### config.mk
export PLATFORM = sky130hd
export DESIGN_NAME = multiplicador_seq
export DESIGN_NICKNAME = d
export VERILOG_FILES = /design/src/rtl/multiplicador_seq.sv
export SDC_FILE = /design/constraint.sdc
export NUM_CORES = 1
export LEC_CHECK = 0
export ABC_CLOCK_PERIOD_IN_PS = 4700
export CAP_MARGIN = 20
export CELL_PAD_IN_SITES_DETAIL_PLACEMENT = 0
export CELL_PAD_IN_SITES_GLOBAL_PLACEMENT = 1
export CORE_MARGIN = 2
export CORE_UTILIZATION = 47
export CTS_BUF_LIST = sky130_fd_sc_hd__clkbuf_8
export DETAILED_ROUTE_END_ITERATION = 12
export PLACE_DENSITY = 0.84
export RECOVER_POWER = 50
export SLEW_MARGIN = 0
export SYNTH_ARGS = -nofsm -noshare
export SYNTH_HDL_FRONTEND = slang
export SYNTH_SLANG_ARGS = --single-unit
### constraint.sdc
create_clock -name clk -period 4.7 [get_ports clk]
set_input_delay 0.47 -clock clk [delete_from_list [all_inputs] [get_ports clk]]
set_output_delay 0.47 -clock clk [all_outputs]
set_load 0.02 [all_outputs]
### src/rtl/multiplicador_seq.sv
// Sequential shift-add unsigned multiplier for the ALU multiply path.
// One multiplier bit is consumed per clock; the full 2*WIDTH product is
// accumulated. The outputs carry the low half of the product and a flag
// that is set when the high half is non-zero. The outputs change only on
// the done cycle or on reset.
module multiplicador_seq #(
  parameter int WIDTH = 8
) (
  input  logic             clk,
  input  logic             rst,
  input  logic             start,
  input  logic [WIDTH-1:0] A,
  input  logic [WIDTH-1:0] B,
  output logic [WIDTH-1:0] s_multi,
  output logic             ov_mult,
  output logic             busy,
  output logic             done
);

  localparam int CW = $clog2(WIDTH + 1);

  typedef enum logic [1:0] {
    S_IDLE = 2'd0,
    S_CALC = 2'd1,
    S_DONE = 2'd2
  } state_t;

  state_t             state, state_nxt;
  logic [2*WIDTH-1:0] mcand;
  logic [2*WIDTH-1:0] acc;
  logic [WIDTH-1:0]   mplier;
  logic [CW-1:0]      count;

  // The last iteration is the one that runs while count still reads WIDTH-1.
  logic last_iter;
  assign last_iter = (count == CW'(WIDTH - 1));

  // busy is derived from the registered state, so it is glitch-free.
  assign busy = (state != S_IDLE);

  // State register.
  always_ff @(posedge clk) begin
    if (rst) state <= S_IDLE;
    else     state <= state_nxt;
  end

  // Next-state logic.
  always_comb begin
    state_nxt = state;
    case (state)
      S_IDLE:  if (start) state_nxt = S_CALC;
      S_CALC:  if (last_iter) state_nxt = S_DONE;
      S_DONE:  state_nxt = S_IDLE;
      default: state_nxt = S_IDLE;
    endcase
  end

  // Datapath: capture the operands, run the shift-add iterations, then publish the result.
  always_ff @(posedge clk) begin
    if (rst) begin
      mcand   <= '0;
      mplier  <= '0;
      acc     <= '0;
      count   <= '0;
      s_multi <= '0;
      ov_mult <= 1'b0;
      done    <= 1'b0;
    end else begin
      done <= 1'b0;
      case (state)
        S_IDLE: begin
          if (start) begin
            mcand  <= {{WIDTH{1'b0}}, A};
            mplier <= B;
            acc    <= '0;
            count  <= '0;
          end
        end
        S_CALC: begin
          // Fixed WIDTH passes and no early exit, so the latency does not depend on the data.
          if (mplier[0]) acc <= acc + mcand;
          mcand  <= mcand << 1;
          mplier <= mplier >> 1;
          count  <= count + 1'b1;
        end
        S_DONE: begin
          s_multi <= acc[WIDTH-1:0];
          ov_mult <= |acc[2*WIDTH-1:WIDTH];
          done    <= 1'b1;
        end
        default: ;
      endcase
    end
  end

endmodule

==> impl_results.html, run 1 <==
<table>
<tr><th>Metric</th><th>Value</th></tr>
<tr><th colspan="2">Clocking</th></tr>
<tr><td>Post-CTS Hold Fix Bufs</td><td>0</td></tr>
<tr><td>Insertion delay of the later-clocked pin in the worst-skew pair</td><td>0.32 ns</td></tr>
<tr><td>Cell at the root of the clock tree</td><td>sky130_fd_sc_hd__clkbuf_8</td></tr>
<tr><td>Clock-pin slew on the worst setup and hold paths</td><td>0.10 ns</td></tr>
<tr><td>Cts repair resizes</td><td>0</td></tr>
<tr><td>Number of buffers inserted during clock tree synthesis</td><td>5</td></tr>
<tr><td>Post-CTS setup buffer count</td><td>0</td></tr>
<tr><td>Clock tree from TritonCTS</td><td>done</td></tr>
<tr><td>CTS sink count</td><td>56</td></tr>
<tr><td>Number of buffers on the longest clock path</td><td>2</td></tr>
<tr><td>Number of levels the H-tree was split into</td><td>2</td></tr>
<tr><th colspan="2">Power</th></tr>
<tr><td>Switching part of the total power</td><td>26.8%</td></tr>
<tr><td>Share of power burned in the clock network</td><td>32.3%</td></tr>
<tr><td>Switching component of the power</td><td>236 uW</td></tr>
<tr><td>Power, Total</td><td>881 uW</td></tr>
<tr><td>Total power density per cell area</td><td>273 nW/um^2</td></tr>
<tr><td>Max IR drop VDD</td><td>0.000167 V</td></tr>
<tr><td>Leakage</td><td>0.00126 uW</td></tr>
<tr><td>Gate power share</td><td>10.9%</td></tr>
<tr><td>Flop pwr share</td><td>56.8%</td></tr>
<tr><td>Internal power contribution</td><td>645 uW</td></tr>
<tr><th colspan="2">Floorplanning</th></tr>
<tr><td>Number of top-level design ports</td><td>30</td></tr>
<tr><td>Die area</td><td>6640 um^2</td></tr>
<tr><td>Number of placement rows</td><td>28</td></tr>
<tr><td>Floorplan core area</td><td>5850 um^2</td></tr>
<tr><td>Horizontal die dimension</td><td>81.5 um</td></tr>
<tr><td>Y dimension of the die</td><td>81.5 um</td></tr>
<tr><td>Starting density of the core</td><td>48.2%</td></tr>
<tr><th colspan="2">Routing</th></tr>
<tr><td>Detailed-route DRC error count</td><td>0</td></tr>
<tr><td>Length of the first detailed-routing pass in iterations</td><td>5</td></tr>
<tr><td>DRT antenna net count</td><td>0</td></tr>
<tr><td>Average wire length per cell after detail routing</td><td>14.4 um</td></tr>
<tr><td>Initial DRC count</td><td>118</td></tr>
<tr><td>Vias per inst</td><td>5.71</td></tr>
<tr><td>Final WL</td><td>6.41 mm</td></tr>
<tr><td>Vias after detailed routing</td><td>2,534</td></tr>
<tr><th colspan="2">GRT</th></tr>
<tr><td>Maximum number of pins on one net before global-route repair</td><td>52</td></tr>
<tr><td>Overflow left after global routing</td><td>0</td></tr>
<tr><td>Met1 track demand over resource in global routing</td><td>28.3%</td></tr>
<tr><td>Antenna violations before repair</td><td>0</td></tr>
<tr><td>Layer with the highest usage after global routing</td><td>met2</td></tr>
<tr><td>Number of global-route vias before repair</td><td>2,284</td></tr>
<tr><td>Global routing usage on met2</td><td>33.2%</td></tr>
<tr><td>GRT Total Usage</td><td>20.7%</td></tr>
<tr><td>Global Route met3 Usage</td><td>3.85%</td></tr>
<tr><td>First-pass GRT wire length</td><td>10.6 mm</td></tr>
<tr><th colspan="2">Timing</th></tr>
<tr><td>Hold_ws</td><td>0.458 ns</td></tr>
<tr><td>Max Slew Vio Count</td><td>0</td></tr>
<tr><td>Final min period</td><td>2.44 ns</td></tr>
<tr><td>Setup TNS after final layout</td><td>0 ns</td></tr>
<tr><td>Hold violation count in the final report</td><td>0</td></tr>
<tr><td>Transition time at the pin with the least slew margin</td><td>1.02 ns</td></tr>
<tr><td>Slew HR</td><td>31.4%</td></tr>
<tr><td>Post-route clock period utilization</td><td>51.9%</td></tr>
<tr><td>Setup-failing EPs final</td><td>0</td></tr>
<tr><td>Achievable frequency</td><td>410 MHz</td></tr>
<tr><td>Final worst-path setup slack</td><td>2.26 ns</td></tr>
<tr><td>Worst clock skew on the final layout</td><td>0.00649 ns</td></tr>
<tr><td>Setup repair after global routing missed its margin</td><td>no</td></tr>
<tr><th colspan="2">Worst setup path</th></tr>
<tr><td>CP top delay family</td><td>simple AND/OR/NAND/NOR gates</td></tr>
<tr><td>Req. time, crit path</td><td>4.96 ns</td></tr>
<tr><td>Cell with the biggest individual delay on the critical path</td><td>sky130_fd_sc_hd__nor3_1</td></tr>
<tr><td>Kind of launch point of the worst setup path</td><td>register</td></tr>
<tr><td>CP max stage delay</td><td>0.86 ns</td></tr>
<tr><td>Total buffers and inverters traversed by the critical path</td><td>1</td></tr>
<tr><td>Critical path arrival</td><td>2.70 ns</td></tr>
<tr><td>Crit Path Class</td><td>register to register</td></tr>
<tr><td>Cells along the critical path</td><td>nor2b_1 &gt; clkbuf_1 &gt; and2_1 &gt; nor3_1 &gt; a22o_1</td></tr>
<tr><td>Nature of the critical path endpoint</td><td>register</td></tr>
<tr><td>Worst Path Max Fanout</td><td>19</td></tr>
<tr><th colspan="2">Logic synthesis</th></tr>
<tr><td>Nets in the synthesized netlist</td><td>384</td></tr>
<tr><td>Most frequently used flop master after synthesis</td><td>sky130_fd_sc_hd__dfxtp_1</td></tr>
<tr><td>Netlist Area Pre-Place</td><td>2820 um^2</td></tr>
<tr><td>Number of flops mapped to enable cells by yosys</td><td>0</td></tr>
<tr><td>Share of synthesized flip-flops with an asynchronous set or reset</td><td>0%</td></tr>
<tr><td>Total number of yosys warnings</td><td>0</td></tr>
<tr><td>Sequential element share of the synthesized area</td><td>39.8%</td></tr>
<tr><td>Post-synthesis area per instance</td><td>8.10 um^2</td></tr>
<tr><td>Unique masters post-synth</td><td>47</td></tr>
<tr><td>Instance count of the mapped netlist</td><td>348</td></tr>
<tr><td>Register bit total from synthesis</td><td>56</td></tr>
<tr><th colspan="2">Placed design</th></tr>
<tr><td>Number of port buffers</td><td>29</td></tr>
<tr><td>Weighted congestion at the end of routability-driven global placement</td><td>0.904</td></tr>
<tr><td>Worst slack at placement</td><td>2.32 ns</td></tr>
<tr><td>Final HPWL from detailed placement</td><td>4.42 mm</td></tr>
<tr><th colspan="2">Cells and area</th></tr>
<tr><td>Number of antenna cells inserted</td><td>0</td></tr>
<tr><td>Net count of the finished layout</td><td>404</td></tr>
<tr><td>Area growth, synth to finish</td><td>14.5%</td></tr>
<tr><td>Layout cell share with drive strength beyond 1</td><td>4.34%</td></tr>
<tr><th colspan="2">Min path</th></tr>
<tr><td>Type of the worst min-delay path</td><td>register to register</td></tr>
<tr><th colspan="2">Run</th></tr>
<tr><td>Max-Cap Viols</td><td>0</td></tr>
<tr><th colspan="2">Outcome</th></tr>
<tr><td>Outcome</td><td>finished clean</td></tr>
</table>
==> cell usage after synthesis (all sizes together), types with 2 or more instances <==
cell | instances | area share, %
clkbuf | 13 | 1.7
and3 | 3 | 0.71
a211oi | 2 | 0.53
dfxtp | 56 | 40
nand2b | 2 | 0.44
nor3 | 4 | 0.71
nand4 | 2 | 0.44
o21ai | 11 | 2.0
a21oi | 39 | 6.9
nand3 | 17 | 3.0
inv | 6 | 0.80
or3 | 5 | 1.2
o21ba | 2 | 0.71
nor4 | 11 | 2.4
a32oi | 2 | 0.62
and2 | 5 | 1.1
a32o | 6 | 2.1
nor2b | 3 | 0.67
nor2 | 45 | 6.0
o21a | 4 | 1.1
xnor2 | 4 | 1.2
buf | 5 | 0.93
ha | 16 | 7.1
a221o | 2 | 0.71
xor2 | 2 | 0.62
o211ai | 4 | 1.1
a21o | 6 | 1.6
nand3b | 3 | 0.80
nand2 | 46 | 6.1
a22oi | 9 | 2.4
==> per-stage QoR <==
| step | util, % | area [um^2] | cells |
|---|---|---|---|
| floorplan | - | 2820 | 348 |
| global placement | 53.7 | 3140 | 436 |
| detailed placement | 53.7 | 3140 | 436 |
| CTS | 55.3 | 3230 | 444 |
| global route | 55.2 | 3230 | 444 |
| finish | 55.2 | 3230 | 444 |
==> sequential cells by signal, summed over array words and instances (netlist names) <==
register	flops
acc	16
s_multi	8
done	1
state	2
mcand	16
mplier	8
count	4
ov_mult	1
==> worst min-delay path, stage by stage, from the launching register on <==
cell	delay [ns]
sky130_fd_sc_hd__dfxtp_1	0.32
sky130_fd_sc_hd__nand2_1	0.05
sky130_fd_sc_hd__a21oi_1	0.05
==> cell usage in the layout (no fill, tap or decap), types with 6 or more instances in the layout <==
| cell | netlist | layout |
|---|---|---|
| sky130_fd_sc_hd__nand2_1 | 46 | 46 |
| sky130_fd_sc_hd__nor2_1 | 45 | 45 |
| sky130_fd_sc_hd__o21ai_0 | 11 | 11 |
| sky130_fd_sc_hd__clkdlybuf4s50_1 | 0 | 25 |
| sky130_fd_sc_hd__nand3_1 | 17 | 17 |
| sky130_fd_sc_hd__dfxtp_1 | 56 | 56 |
| sky130_fd_sc_hd__clkbuf_8 | 0 | 6 |
| sky130_fd_sc_hd__nor4_1 | 11 | 11 |
| sky130_fd_sc_hd__a22oi_1 | 9 | 9 |
| sky130_fd_sc_hd__a32o_1 | 6 | 6 |
| sky130_fd_sc_hd__ha_1 | 16 | 16 |
| sky130_fd_sc_hd__a21oi_1 | 39 | 39 |
| sky130_fd_sc_hd__inv_1 | 6 | 7 |
==> logic make-up (layout without fill, tap and decap cells) <==
kind of cell               count (synthesis)  after routing  share of synthesized area (%)
xor gates and xnor gates                   6              6                           1.86
adders and majority gates                 17             17                           7.81
buffers and inverters                     24             45                           3.46
and+or+nand+nor                          149            149                           24.6
DFF                                       56             56                           39.8
AOI/OAI and AO/OA                         96             96                           22.5
==> routing by layer <==
layer / wire length [um] / part of all wire, %
met3: 308 / 4.8
met2: 2820 / 44
met4: 97 / 1.5
met1: 3180 / 50
met5: 0 / 0
==> final timing paths <==
check / cells past startpoint / start / end / slack (ns)
setup / recovery: 5 / state[0]$_SDFFE_PP0P_ / acc[9]$_SDFFE_PP0P_ / 2.26
hold / removal: 2 / s_multi[7]$_SDFFE_PP0P_ / s_multi[7]$_SDFFE_PP0P_ / 0.46
setup reg to reg: 5 / state[0]$_SDFFE_PP0P_ / acc[9]$_SDFFE_PP0P_ / 2.26
hold reg to reg: 2 / s_multi[7]$_SDFFE_PP0P_ / s_multi[7]$_SDFFE_PP0P_ / 0.46
==> final cells by class <==
cell class / count / area, um^2
fillers: 583 / 2620
multi-input cells: 268 / 1600
flip-flops and latches: 56 / 1120
repair buffers: 31 / 297
well taps: 75 / 93.8
clock buffers: 6 / 82.6
inverters: 6 / 22.5
clock inverters: 2 / 11.3
==> power by group through the flow <==
stage	clock (uW)	sequential (uW)	combinational [uW]
2_1_floorplan	0	508	67.6
3_3_place_gp	0	511	96.9
3_5_place_dp	0	512	97.4
4_1_cts	291	501	97.7
5_1_grt	308	503	110
6_report	285	501	95.8
Power figures use the tool's default switching activity.
==> inputs of run 2 (changes only) <==
ABC_CLOCK_PERIOD_IN_PS = 2300   (was 4700)
CORE_UTILIZATION = 44   (was 47)
PLACE_DENSITY = 0.79   (was 0.84)
clock period = 2.3 ns   (was 4.7 ns; I/O delays follow)
==> impl_results.html, run 2 (synthesized netlist as in run 1, its figures left out) <==
<table>
<tr><th>Metric</th><th>Value</th></tr>
<tr><th colspan="2">Outcome</th></tr>
<tr><td>Outcome</td><td>finished clean</td></tr>
<tr><th colspan="2">GRT</th></tr>
<tr><td>Met1 track demand over resource in global routing</td><td>28.6% (+0.25 points)</td></tr>
<tr><td>Layer with the highest usage after global routing</td><td>met2</td></tr>
<tr><td>Maximum number of pins on one net before global-route repair</td><td>34 (-35%)</td></tr>
<tr><td>Antenna violations before repair</td><td>0 (unchanged)</td></tr>
<tr><td>Global routing usage on met2</td><td>30.7% (-2.5 points)</td></tr>
<tr><td>First-pass GRT wire length</td><td>11.5 mm (+9.4%)</td></tr>
<tr><td>GRT Total Usage</td><td>20.0% (-0.73 points)</td></tr>
<tr><td>Number of global-route vias before repair</td><td>2,433 (+6.5%)</td></tr>
<tr><td>Global Route met3 Usage</td><td>3.46% (-0.38 points)</td></tr>
<tr><td>Overflow left after global routing</td><td>0 (unchanged)</td></tr>
<tr><th colspan="2">Worst setup path</th></tr>
<tr><td>Worst reg2reg setup slack</td><td>0.07 ns (-2.19 ns)</td></tr>
<tr><td>Critical path arrival</td><td>2.44 ns (-0.26 ns)</td></tr>
<tr><td>Nature of the critical path endpoint</td><td>register</td></tr>
<tr><td>Launching point of the worst reg2reg path</td><td>mcand[8]$_SDFFE_PP0P_</td></tr>
<tr><td>Req. time, crit path</td><td>2.51 ns (-2.45 ns)</td></tr>
<tr><td>Worst Path Max Fanout</td><td>5 (-14)</td></tr>
<tr><td>Kind of launch point of the worst setup path</td><td>register</td></tr>
<tr><td>Crit Path Class</td><td>register to register</td></tr>
<tr><td>Worst Reg2Reg Path Length in Cells</td><td>6 (+1)</td></tr>
<tr><td>Capture instance of the worst register-to-register path</td><td>acc[14]$_SDFFE_PP0P_</td></tr>
<tr><th colspan="2">Routing</th></tr>
<tr><td>Length of the first detailed-routing pass in iterations</td><td>4 (-1)</td></tr>
<tr><td>Initial DRC count</td><td>133 (+13%)</td></tr>
<tr><td>Average wire length per cell after detail routing</td><td>14.9 um (+3.6%)</td></tr>
<tr><td>DRT antenna net count</td><td>0 (unchanged)</td></tr>
<tr><td>Detailed-route DRC error count</td><td>0 (unchanged)</td></tr>
<tr><td>Final WL</td><td>6.90 mm (+7.8%)</td></tr>
<tr><td>Vias per inst</td><td>5.62 (-1.5%)</td></tr>
<tr><td>Vias after detailed routing</td><td>2,597 (+2.5%)</td></tr>
<tr><th colspan="2">Placed design</th></tr>
<tr><td>Placed cell count</td><td>454 (+4.1%)</td></tr>
<tr><td>Final HPWL from detailed placement</td><td>4.93 mm (+12%)</td></tr>
<tr><td>Weighted congestion at the end of routability-driven global placement</td><td>0.882 (-2.5%)</td></tr>
<tr><td>Number of port buffers</td><td>29 (unchanged)</td></tr>
<tr><td>Placement-stage cell area</td><td>3260 um^2 (+3.9%)</td></tr>
<tr><th colspan="2">Timing</th></tr>
<tr><td>Hold violation count in the final report</td><td>0 (unchanged)</td></tr>
<tr><td>Max Slew Vio Count</td><td>0 (unchanged)</td></tr>
<tr><td>Worst clock skew on the final layout</td><td>0.0128 ns (+0.00631 ns)</td></tr>
<tr><td>Final min period</td><td>2.23 ns (-0.212 ns)</td></tr>
<tr><td>Achievable frequency</td><td>449 MHz (+9.5%)</td></tr>
<tr><td>Slew HR</td><td>46.1% (+15 points)</td></tr>
<tr><td>Post-route clock period utilization</td><td>96.8% (+45 points)</td></tr>
<tr><td>Setup-failing EPs final</td><td>0 (unchanged)</td></tr>
<tr><td>Transition time at the pin with the least slew margin</td><td>0.808 ns (-0.213 ns)</td></tr>
<tr><th colspan="2">Cells and area</th></tr>
<tr><td>FF+latch area</td><td>1120 um^2 (+0.22%)</td></tr>
<tr><td>Commonest cells after routing, fill and taps aside</td><td>sky130_fd_sc_hd__dfxtp_1, sky130_fd_sc_hd__nand2_1, sky130_fd_sc_hd__nor2_1, sky130_fd_sc_hd__a21oi_1, sky130_fd_sc_hd__clkdlybuf4s50_1</td></tr>
<tr><td>Number of antenna cells inserted</td><td>0 (unchanged)</td></tr>
<tr><td>Area occupied by multi-input gates</td><td>1660 um^2 (+3.4%)</td></tr>
<tr><td>Filler cells</td><td>615 (+5.5%)</td></tr>
<tr><td>Area growth, synth to finish</td><td>21.2%</td></tr>
<tr><td>Non-filler instance count after layout</td><td>462 (+4.1%)</td></tr>
<tr><td>Final core utilization</td><td>54.5% (-0.74 points)</td></tr>
<tr><td>Layout cell share with drive strength beyond 1</td><td>9.87% (+5.5 points)</td></tr>
<tr><td>Final standard cell area without fillers</td><td>3420 um^2 (+5.9%)</td></tr>
<tr><td>Leading cell type in the layout, fill and taps excluded</td><td>sky130_fd_sc_hd__dfxtp_1</td></tr>
<tr><td>Net count of the finished layout</td><td>420 (+4.0%)</td></tr>
<tr><td>Top Registers</td><td>acc: 16 flops, mcand: 16 flops</td></tr>
<tr><th colspan="2">Clocking</th></tr>
<tr><td>CTS sink count</td><td>56 (unchanged)</td></tr>
<tr><td>Number of buffers on the longest clock path</td><td>2 (unchanged)</td></tr>
<tr><td>Clock-pin slew on the worst setup and hold paths</td><td>0.10 ns (about the same)</td></tr>
<tr><td>Number of buffers inserted during clock tree synthesis</td><td>5 (unchanged)</td></tr>
<tr><td>Number of levels the H-tree was split into</td><td>2 (unchanged)</td></tr>
<tr><td>Insertion delay of the later-clocked pin in the worst-skew pair</td><td>0.31 ns (about the same)</td></tr>
<tr><td>Cell at the root of the clock tree</td><td>sky130_fd_sc_hd__clkbuf_8</td></tr>
<tr><td>Post-CTS setup buffer count</td><td>0 (unchanged)</td></tr>
<tr><td>Clock tree from TritonCTS</td><td>done</td></tr>
<tr><th colspan="2">Floorplanning</th></tr>
<tr><td>Horizontal die dimension</td><td>84.1 um (+3.2%)</td></tr>
<tr><td>Starting density of the core</td><td>44.9% (-3.3 points)</td></tr>
<tr><td>Die area</td><td>7070 um^2 (+6.5%)</td></tr>
<tr><td>Y dimension of the die</td><td>84.1 um (+3.2%)</td></tr>
<tr><td>Floorplan core area</td><td>6280 um^2 (+7.3%)</td></tr>
<tr><td>Number of top-level design ports</td><td>30 (unchanged)</td></tr>
<tr><td>Number of placement rows</td><td>29 (+3.6%)</td></tr>
<tr><th colspan="2">Power</th></tr>
<tr><td>Max IR drop VDD</td><td>0.000325 V (+94%)</td></tr>
<tr><td>Total power density per cell area</td><td>555 nW/um^2 (+100%)</td></tr>
<tr><td>Leakage</td><td>0.00136 uW (+8.4%)</td></tr>
<tr><th colspan="2">Min path</th></tr>
<tr><td>Endpoint of the worst hold-timing path</td><td>acc[6]$_SDFFE_PP0P_</td></tr>
<tr><td>Type of the worst min-delay path</td><td>input port to register</td></tr>
<tr><td>Critical hold path startpoint</td><td>rst</td></tr>
<tr><td>Number of cells on the worst hold path</td><td>2 (unchanged)</td></tr>
<tr><th colspan="2">Run</th></tr>
<tr><td>Max-Cap Viols</td><td>0 (unchanged)</td></tr>
</table>
[run 2: final cells by class]
class / count / area share [%]
inverters: 6 / 0.659
repair buffers: 47 / 12.0
multi-input cells: 268 / 48.4
clock inverters: 3 / 1.24
flip-flops and latches: 56 / 32.9
well taps: 77 / 2.82
clock buffers: 5 / 2.01
[run 2: worst max-delay path by stage]
stage                                startpoint                    to  slack, ns
final                     mcand[8]$_SDFFE_PP0P_  acc[14]$_SDFFE_PP0P_       0.07
after detailed placement  mcand[0]$_SDFFE_PP0P_  acc[12]$_SDFFE_PP0P_       0.05
after CTS                 mcand[7]$_SDFFE_PP0P_  acc[14]$_SDFFE_PP0P_       0.04
after global placement    mcand[0]$_SDFFE_PP0P_  acc[12]$_SDFFE_PP0P_       0.08
after floorplan           mcand[7]$_SDFFE_PP0P_  acc[14]$_SDFFE_PP0P_       0.03
after global routing      mcand[0]$_SDFFE_PP0P_   acc[6]$_SDFFE_PP0P_     -0.004
[run 2: per-layer routing]
layer	routed length, um	part of all wire, %	up-vias
met4	121	1.8	0
li1	-	-	1334
met3	262	3.8	12
met2	3170	46	56
met1	3350	49	1195
met5	0	0	-
[run 2: timing repair]
item | in CTS | in global routing
setup endpoints to repair | 0 | 5
resized for setup | 0 | 9
endpoints found under the hold margin | 0 | 0
hold buffers | 0 | 0
[run 2: power breakdown]
part           internal (uW)  leakage [uW]  switching [uW]
Sequential              1000      0.000456            24.2
Combinational           89.3      0.000849             128
Clock                    325     0.0000599             330
[run 2: stage by stage]
step | hold WS (ns) | setup TNS (ns) | total power (uW) | setup WS, ns
final | 0.309 | 0 | 1900 | 0.0733
after global routing | 0.316 | -0.00428 | 1990 | -0.00428
after CTS | 0.308 | 0 | 1920 | 0.0386
after detailed placement | 0.445 | 0 | 1260 | 0.0543
after global placement | 0.442 | 0 | 1260 | 0.0751
after floorplan | 0.366 | 0 | 1180 | 0.0251
[run 2: critical path: stages (launching register included)]
cell and delay [ns]:
sky130_fd_sc_hd__dfxtp_2 0.34, sky130_fd_sc_hd__ha_1 0.30, sky130_fd_sc_hd__and2_1 0.17, sky130_fd_sc_hd__a221o_1 0.39, sky130_fd_sc_hd__a221o_1 0.35, sky130_fd_sc_hd__or3_1 0.34, sky130_fd_sc_hd__a32o_1 0.24
